### config.mk
export PLATFORM = sky130hd
export DESIGN_NAME = anim_frame_player_flat
export DESIGN_NICKNAME = d
export VERILOG_FILES = /design/src/rtl/anim_frame_player_if.sv /design/src/rtl/anim_frame_player.sv /design/src/flat_wrapper.sv
export SDC_FILE = /design/constraint.sdc
export NUM_CORES = 1
export LEC_CHECK = 0
export ABC_CLOCK_PERIOD_IN_PS = 4050
export CAP_MARGIN = 10
export CORE_ASPECT_RATIO = 0.5
export CORE_MARGIN = 1
export CORE_UTILIZATION = 55
export DETAILED_ROUTE_END_ITERATION = 8
export PLACE_DENSITY = 0.81
export RECOVER_POWER = 100
export SLEW_MARGIN = 20
export SYNTH_ARGS = -nofsm -noshare
export SYNTH_HDL_FRONTEND = slang
export SYNTH_SLANG_ARGS = --single-unit
export TNS_END_PERCENT = 50
### constraint.sdc
create_clock -name clk -period 4.05 [get_ports clk]
set_clock_uncertainty 0.05 [all_clocks]
set_input_delay 0.6075 -clock clk [delete_from_list [all_inputs] [get_ports clk]]
set_output_delay 0.6075 -clock clk [all_outputs]
set_load 0.03 [all_outputs]
### src/rtl/anim_frame_player_if.sv
// Bundle between the frame player, the animation ROM and the matrix drivers.
// master = player side, slave = ROM/driver/control side.
interface anim_frame_player_if;
    logic        start;
    logic        enable;
    logic        loop;
    logic [3:0]  rom_addr;
    logic [63:0] rom_data;
    logic [7:0]  row_sel;
    logic [7:0]  col_data;
    logic [3:0]  frame_idx;
    logic        busy;
    logic        done;

    modport master (
        input  start,
        input  enable,
        input  loop,
        input  rom_data,
        output rom_addr,
        output row_sel,
        output col_data,
        output frame_idx,
        output busy,
        output done
    );

    modport slave (
        output start,
        output enable,
        output loop,
        output rom_data,
        input  rom_addr,
        input  row_sel,
        input  col_data,
        input  frame_idx,
        input  busy,
        input  done
    );
endinterface

### src/rtl/anim_frame_player.sv
// Sprite frame sequencer: loads 8x8 frames from ROM and row-scans an LED matrix.
// Define ANIM_PINGPONG_EN for a forward-then-backward frame sequence.
module anim_frame_player #(
    parameter int FRAME_COUNT = 5,
    parameter int FRAME_TICKS = 12_500_000,
    parameter int ROW_TICKS   = 50_000
) (
    input logic                 clk,
    input logic                 rst_n,
    anim_frame_player_if.master bus
);

    localparam int FW = (FRAME_TICKS > 1) ? $clog2(FRAME_TICKS) : 1;
    localparam int RW = (ROW_TICKS > 1) ? $clog2(ROW_TICKS) : 1;
    localparam logic [FW-1:0] FT_LAST = FW'(FRAME_TICKS - 1);
    localparam logic [RW-1:0] RT_LAST = RW'(ROW_TICKS - 1);
    localparam logic [3:0]    LAST    = 4'(FRAME_COUNT - 1);

    typedef enum logic [1:0] {
        IDLE,
        LOAD,
        SHOW,
        DONE
    } state_t;

    state_t      state, state_n;
    logic [3:0]  idx, idx_n;
    logic [FW-1:0] ft, ft_n;
    logic [RW-1:0] rt, rt_n;
    logic [2:0]  row, row_n;
    logic [63:0] frame, frame_n;
    logic [63:0] shown;
    logic [7:0]  row_sel;
    logic [7:0]  col_data;
    logic        busy;
    logic        done;
    logic        scan;
    logic        lit;
`ifdef ANIM_PINGPONG_EN
    logic        dir, dir_n;
`endif

    assign bus.rom_addr  = idx;
    assign bus.frame_idx = idx;
    assign bus.row_sel   = row_sel;
    assign bus.col_data  = col_data;
    assign bus.busy      = busy;
    assign bus.done      = done;

    always_comb begin
        state_n = state;
        idx_n   = idx;
        ft_n    = ft;
        rt_n    = rt;
        row_n   = row;
        frame_n = frame;
`ifdef ANIM_PINGPONG_EN
        dir_n   = dir;
`endif
        scan = (state == LOAD) || (state == SHOW);

        // Row scan free-runs across frame changes.
        if (scan) begin
            if (rt == RT_LAST) begin
                rt_n  = '0;
                row_n = row + 3'd1;
            end else begin
                rt_n = rt + RW'(1);
            end
        end

        unique case (state)
            IDLE: begin
                if (bus.start) begin
                    state_n = LOAD;
                    idx_n   = '0;
                    rt_n    = '0;
                    row_n   = '0;
`ifdef ANIM_PINGPONG_EN
                    dir_n   = 1'b0;
`endif
                end
            end
            LOAD: begin
                frame_n = bus.rom_data;
                ft_n    = '0;
                state_n = SHOW;
            end
            SHOW: begin
                if (bus.enable) begin
                    if (ft != FT_LAST) begin
                        ft_n = ft + FW'(1);
                    end else begin
                        state_n = LOAD;
`ifdef ANIM_PINGPONG_EN
                        if (FRAME_COUNT == 1) begin
                            if (!bus.loop) state_n = DONE;
                        end else if (!dir) begin
                            if (idx == LAST) begin
                                dir_n = 1'b1;
                                idx_n = LAST - 4'd1;
                            end else begin
                                idx_n = idx + 4'd1;
                            end
                        end else if (idx != 4'd0) begin
                            idx_n = idx - 4'd1;
                        end else if (bus.loop) begin
                            dir_n = 1'b0;
                            idx_n = 4'd1;
                        end else begin
                            state_n = DONE;
                        end
`else
                        if (idx != LAST) begin
                            idx_n = idx + 4'd1;
                        end else if (bus.loop) begin
                            idx_n = '0;
                        end else begin
                            state_n = DONE;
                        end
`endif
                    end
                end
            end
            DONE: begin
                frame_n = '0;
                state_n = IDLE;
            end
            default: state_n = IDLE;
        endcase

        // The LOAD cycle already drives the freshly read frame.
        shown = frame_n << {row, 3'b000};
        lit   = scan && ((state_n == LOAD) || (state_n == SHOW));
    end

    always_ff @(posedge clk or negedge rst_n) begin
        if (!rst_n) begin
            state    <= IDLE;
            idx      <= '0;
            ft       <= '0;
            rt       <= '0;
            row      <= '0;
            frame    <= '0;
            row_sel  <= '0;
            col_data <= '0;
            busy     <= 1'b0;
            done     <= 1'b0;
`ifdef ANIM_PINGPONG_EN
            dir      <= 1'b0;
`endif
        end else begin
            state    <= state_n;
            idx      <= idx_n;
            ft       <= ft_n;
            rt       <= rt_n;
            row      <= row_n;
            frame    <= frame_n;
            row_sel  <= lit ? (8'd1 << row) : 8'd0;
            col_data <= lit ? shown[63:56] : 8'd0;
            busy     <= (state_n == LOAD) || (state_n == SHOW);
            done     <= (state_n == DONE);
`ifdef ANIM_PINGPONG_EN
            dir      <= dir_n;
`endif
        end
    end

endmodule
### src/flat_wrapper.sv
// flat-port wrapper written by rule: the top's interface ports become plain ports
module anim_frame_player_flat 
#(
    parameter int FRAME_COUNT = 5,
    parameter int FRAME_TICKS = 12_500_000,
    parameter int ROW_TICKS   = 50_000
)
  (clk, rst_n, bus_start, bus_enable, bus_loop, bus_rom_data, bus_rom_addr, bus_row_sel, bus_col_data, bus_frame_idx, bus_busy, bus_done);
  anim_frame_player_if bus_i ();
  input logic clk;
  input logic rst_n;
  input wire logic [$bits(bus_i.start)-1:0] bus_start;
  input wire logic [$bits(bus_i.enable)-1:0] bus_enable;
  input wire logic [$bits(bus_i.loop)-1:0] bus_loop;
  input wire logic [$bits(bus_i.rom_data)-1:0] bus_rom_data;
  output wire logic [$bits(bus_i.rom_addr)-1:0] bus_rom_addr;
  output wire logic [$bits(bus_i.row_sel)-1:0] bus_row_sel;
  output wire logic [$bits(bus_i.col_data)-1:0] bus_col_data;
  output wire logic [$bits(bus_i.frame_idx)-1:0] bus_frame_idx;
  output wire logic [$bits(bus_i.busy)-1:0] bus_busy;
  output wire logic [$bits(bus_i.done)-1:0] bus_done;
  assign bus_i.start = bus_start;
  assign bus_i.enable = bus_enable;
  assign bus_i.loop = bus_loop;
  assign bus_i.rom_data = bus_rom_data;
  assign bus_rom_addr = bus_i.rom_addr;
  assign bus_row_sel = bus_i.row_sel;
  assign bus_col_data = bus_i.col_data;
  assign bus_frame_idx = bus_i.frame_idx;
  assign bus_busy = bus_i.busy;
  assign bus_done = bus_i.done;
  anim_frame_player #(.FRAME_COUNT(FRAME_COUNT), .FRAME_TICKS(FRAME_TICKS), .ROW_TICKS(ROW_TICKS)) u_core (.clk(clk), .rst_n(rst_n), .bus(bus_i));
endmodule
==> flow_metrics.tcl <==
set metrics [dict create \
    critPathKind "reg2reg" \
    synth_nets 775 \
    cts_sinks 131 \
    slew_headroom 0.08212 \
    cts_tree "built" \
    drc 0 \
    instances_no_fill 936 \
    synth_edf_count 0 \
    fin_crit_sh 0.8617 \
    grt_max_degree 129 \
    reg2reg_depth 10 \
    end_kind "flip-flop" \
    synthesis.area_mm2 0.006551 \
    postPlaceCellArea_mm2 0.007553 \
    cpPeakStageDelay_ps 540 \
    synth_top_area_frac 0.5004 \
    fin_hold_ws_ps 428.9 \
    ios 95 \
    yosys_most_used_dff "dfrtp_1" \
    clk_latency_ps 420 \
    routabilityCongestion 0.8835 \
    layout.nets 849 \
    diodes 0 \
    dp_hpwl_um 10280 \
    yosysMostFrequentCell "dfrtp_1" \
    grt_use_total 0.2691 \
    fin_area_mm2 0.008068 \
    initial_core_util 0.5806 \
    numPortBuffers 94 \
    hold_buffers 0 \
    postCtsSetupBuffers 0 \
    ys_warn_count 0 \
    holdCritPathClass "in2async" \
    startpoint_type "flip-flop" \
    cts_resized 0 \
    firstDrtPassIters 5 \
    grt_pass1_vias 5067 \
    ys_top_cells_by_count "dfrtp_1, nand2b_1, nand2_1, o21ai_0, nor2_1" \
    synth_cell_types 43 \
    ant_nets 0 \
    coreArea_mm2 0.01128 \
    clock.fmax_mhz 286.5 \
    r2r_end "u_core.bus.col_data[1]" \
    routedWlPerCell_um 16.43 \
    status "finished, final reports clean" \
    avgSynthCellArea_um2 9.481 \
    area_delta_synth_final_pct 23.15 \
    antenna_found_initial 0 \
    finalHoldViolations 0 \
    utilization 0.7150 \
    synth_area_leaders "dfrtp_1, nand2b_1, o21ai_0" \
    drt-vias-per-instance 5.564 \
    maxCapViolCount 0 \
    finalSetupTns_ps 0 \
    setup_viol 0 \
    die_area_mm2 0.01238 \
    cts.reportedPaths.clkPinSlew_ps 60 \
    slew_violations 0 \
    syn_inst 691 \
    dr_total_vias 5208 \
    r2r_start "u_core.ft[6]" \
    ys_ff_latch 131 \
    fillers 815 \
    rrSetupSlack_ps 560 \
    overflow 0 \
    peakVddDrop_v 0.0004111 \
    root_buffer "clkbuf_16" \
    crit_required_ps 4350 \
    drive_above_1_share 0.05148 \
    drt_iter0_markers 437 \
    path_cells "nor4bb_1 -> nand4_1 -> or2_0 -> nor4_1 -> nor3_1 -> ha_1 -> nand2_1 -> nor2_1 -> o211ai_1 -> nand4_1" \
    rsz0062_at_grt "false" \
    row_count 27 \
    powerDensity_mw_per_mm2 615.9 \
    async_reset_ff_frac 1.000 \
    p_leak_nw 3.639 \
    synth_top_area_cell "dfrtp_1" \
    cpMaxStageDelayCell "nor2_1" \
    dp_cells 904 \
    wirelength_um 15380 \
    die_y_um 79.18 \
    crit_path_frequent_cell "nand4_1" \
    cts_buffer_depth 2 \
    cts-htree-levels 4 \
    grt_pass1_wl_um 25400 \
    min_period_ps 3490 \
    die_w_um 156.3 \
    crit_fanout 8 \
    worstPathArrival_ps 3790 \
    max_slew.worst_pin.slew_ps 1373 \
    numCtsBuffers 17 \
    seq_area_frac_synth 0.5004 \
]
layout make-up:
type                       count  area (µm²)  area share
clock buffer                  18       439.2     0.05444
tap                          159       198.9     0.02466
inverter                      13       48.80    0.006048
sequential                   131        3278      0.4063
timing repair buffer          98       959.7      0.1190
clock inverter                13       152.6     0.01892
multi-input combinational    504        2990      0.3707
cell usage in the layout (no fill, tap or decap), types with 3 or more instances in the layout:
master / n
a21oi_1: 4
and3_1: 12
and4_1: 5
clkbuf_16: 17
clkdlybuf4s50_1: 67
clkinv_4: 4
dfrtp_1: 131
dlygate4sd3_1: 26
ha_1: 15
inv_1: 12
inv_6: 3
mux2i_1: 6
nand2_1: 91
nand2b_1: 97
nand3_1: 21
nand4_1: 21
nor2_1: 50
nor3_1: 9
nor3b_1: 3
nor4_1: 4
o211ai_1: 39
o21ai_0: 71
xnor2_1: 8
xor2_1: 24
registers in the layout, indices dropped and copies added (netlist names):
name,flops
u_core.bus.col_data,8
u_core.bus.busy,1
u_core.state,2
u_core.bus.frame_idx,4
u_core.ft,24
u_core.bus.row_sel,8
u_core.rt,16
u_core.frame,64
u_core.row,3
u_core.bus.done,1
where the power goes:
part	total [W]	internal [W]	switching, W
Combinational	0.00161	0.000562	0.00105
Sequential	0.00182	0.00168	0.000137
Clock	0.00154	0.000930	0.000607
worst max-delay path: cells and delay by family, from the launching register on:
| family | cells | cell delay (ps) |
|---|---|---|
| AND/OR/NAND/NOR | 8 | 2260 |
| flip-flops | 1 | 440 |
| AO/OA/AOI/OAI | 1 | 220 |
| adder cells (fa/ha/maj) | 1 | 440 |
per-layer routing:
metal	routed length, µm	track usage
met1	6782	0.3514
met2	7628	0.4487
met3	731	0.05731
met4	236	0.09314
met5	0	0
cells by family after synthesis:
logic type | count (synthesis) | synth area share
buffers and inverters | 56 | 0.03572
muxes | 7 | 0.01089
xor gates and xnor gates | 32 | 0.04278
and+or+nand+nor | 327 | 0.2609
DFF | 131 | 0.5004
adders and majority gates | 15 | 0.02865
AOI/OAI and AO/OA | 123 | 0.1207
stage by stage:
step | setup WS [ps] | power (W)
after floorplan | 1270 | 0.002910
final | 560.1 | 0.004969
after global routing | 270.8 | 0.005246
after detailed placement | 784.9 | 0.003450
after global placement | 956.7 | 0.003414
after CTS | 654.0 | 0.005014
worst max path at each step:
stage                     slack, ps                      to       startpoint
after floorplan                1270  u_core.bus.col_data[7]  u_core.state[1]
after global placement          960  u_core.bus.col_data[7]     u_core.ft[6]
after detailed placement        780  u_core.bus.col_data[4]     u_core.ft[6]
after CTS                       650  u_core.bus.col_data[6]     u_core.ft[6]
after global routing            270  u_core.bus.col_data[5]     u_core.ft[9]
final                           560  u_core.bus.col_data[1]     u_core.ft[6]
Note: power is estimated with default switching activity, not from simulation.
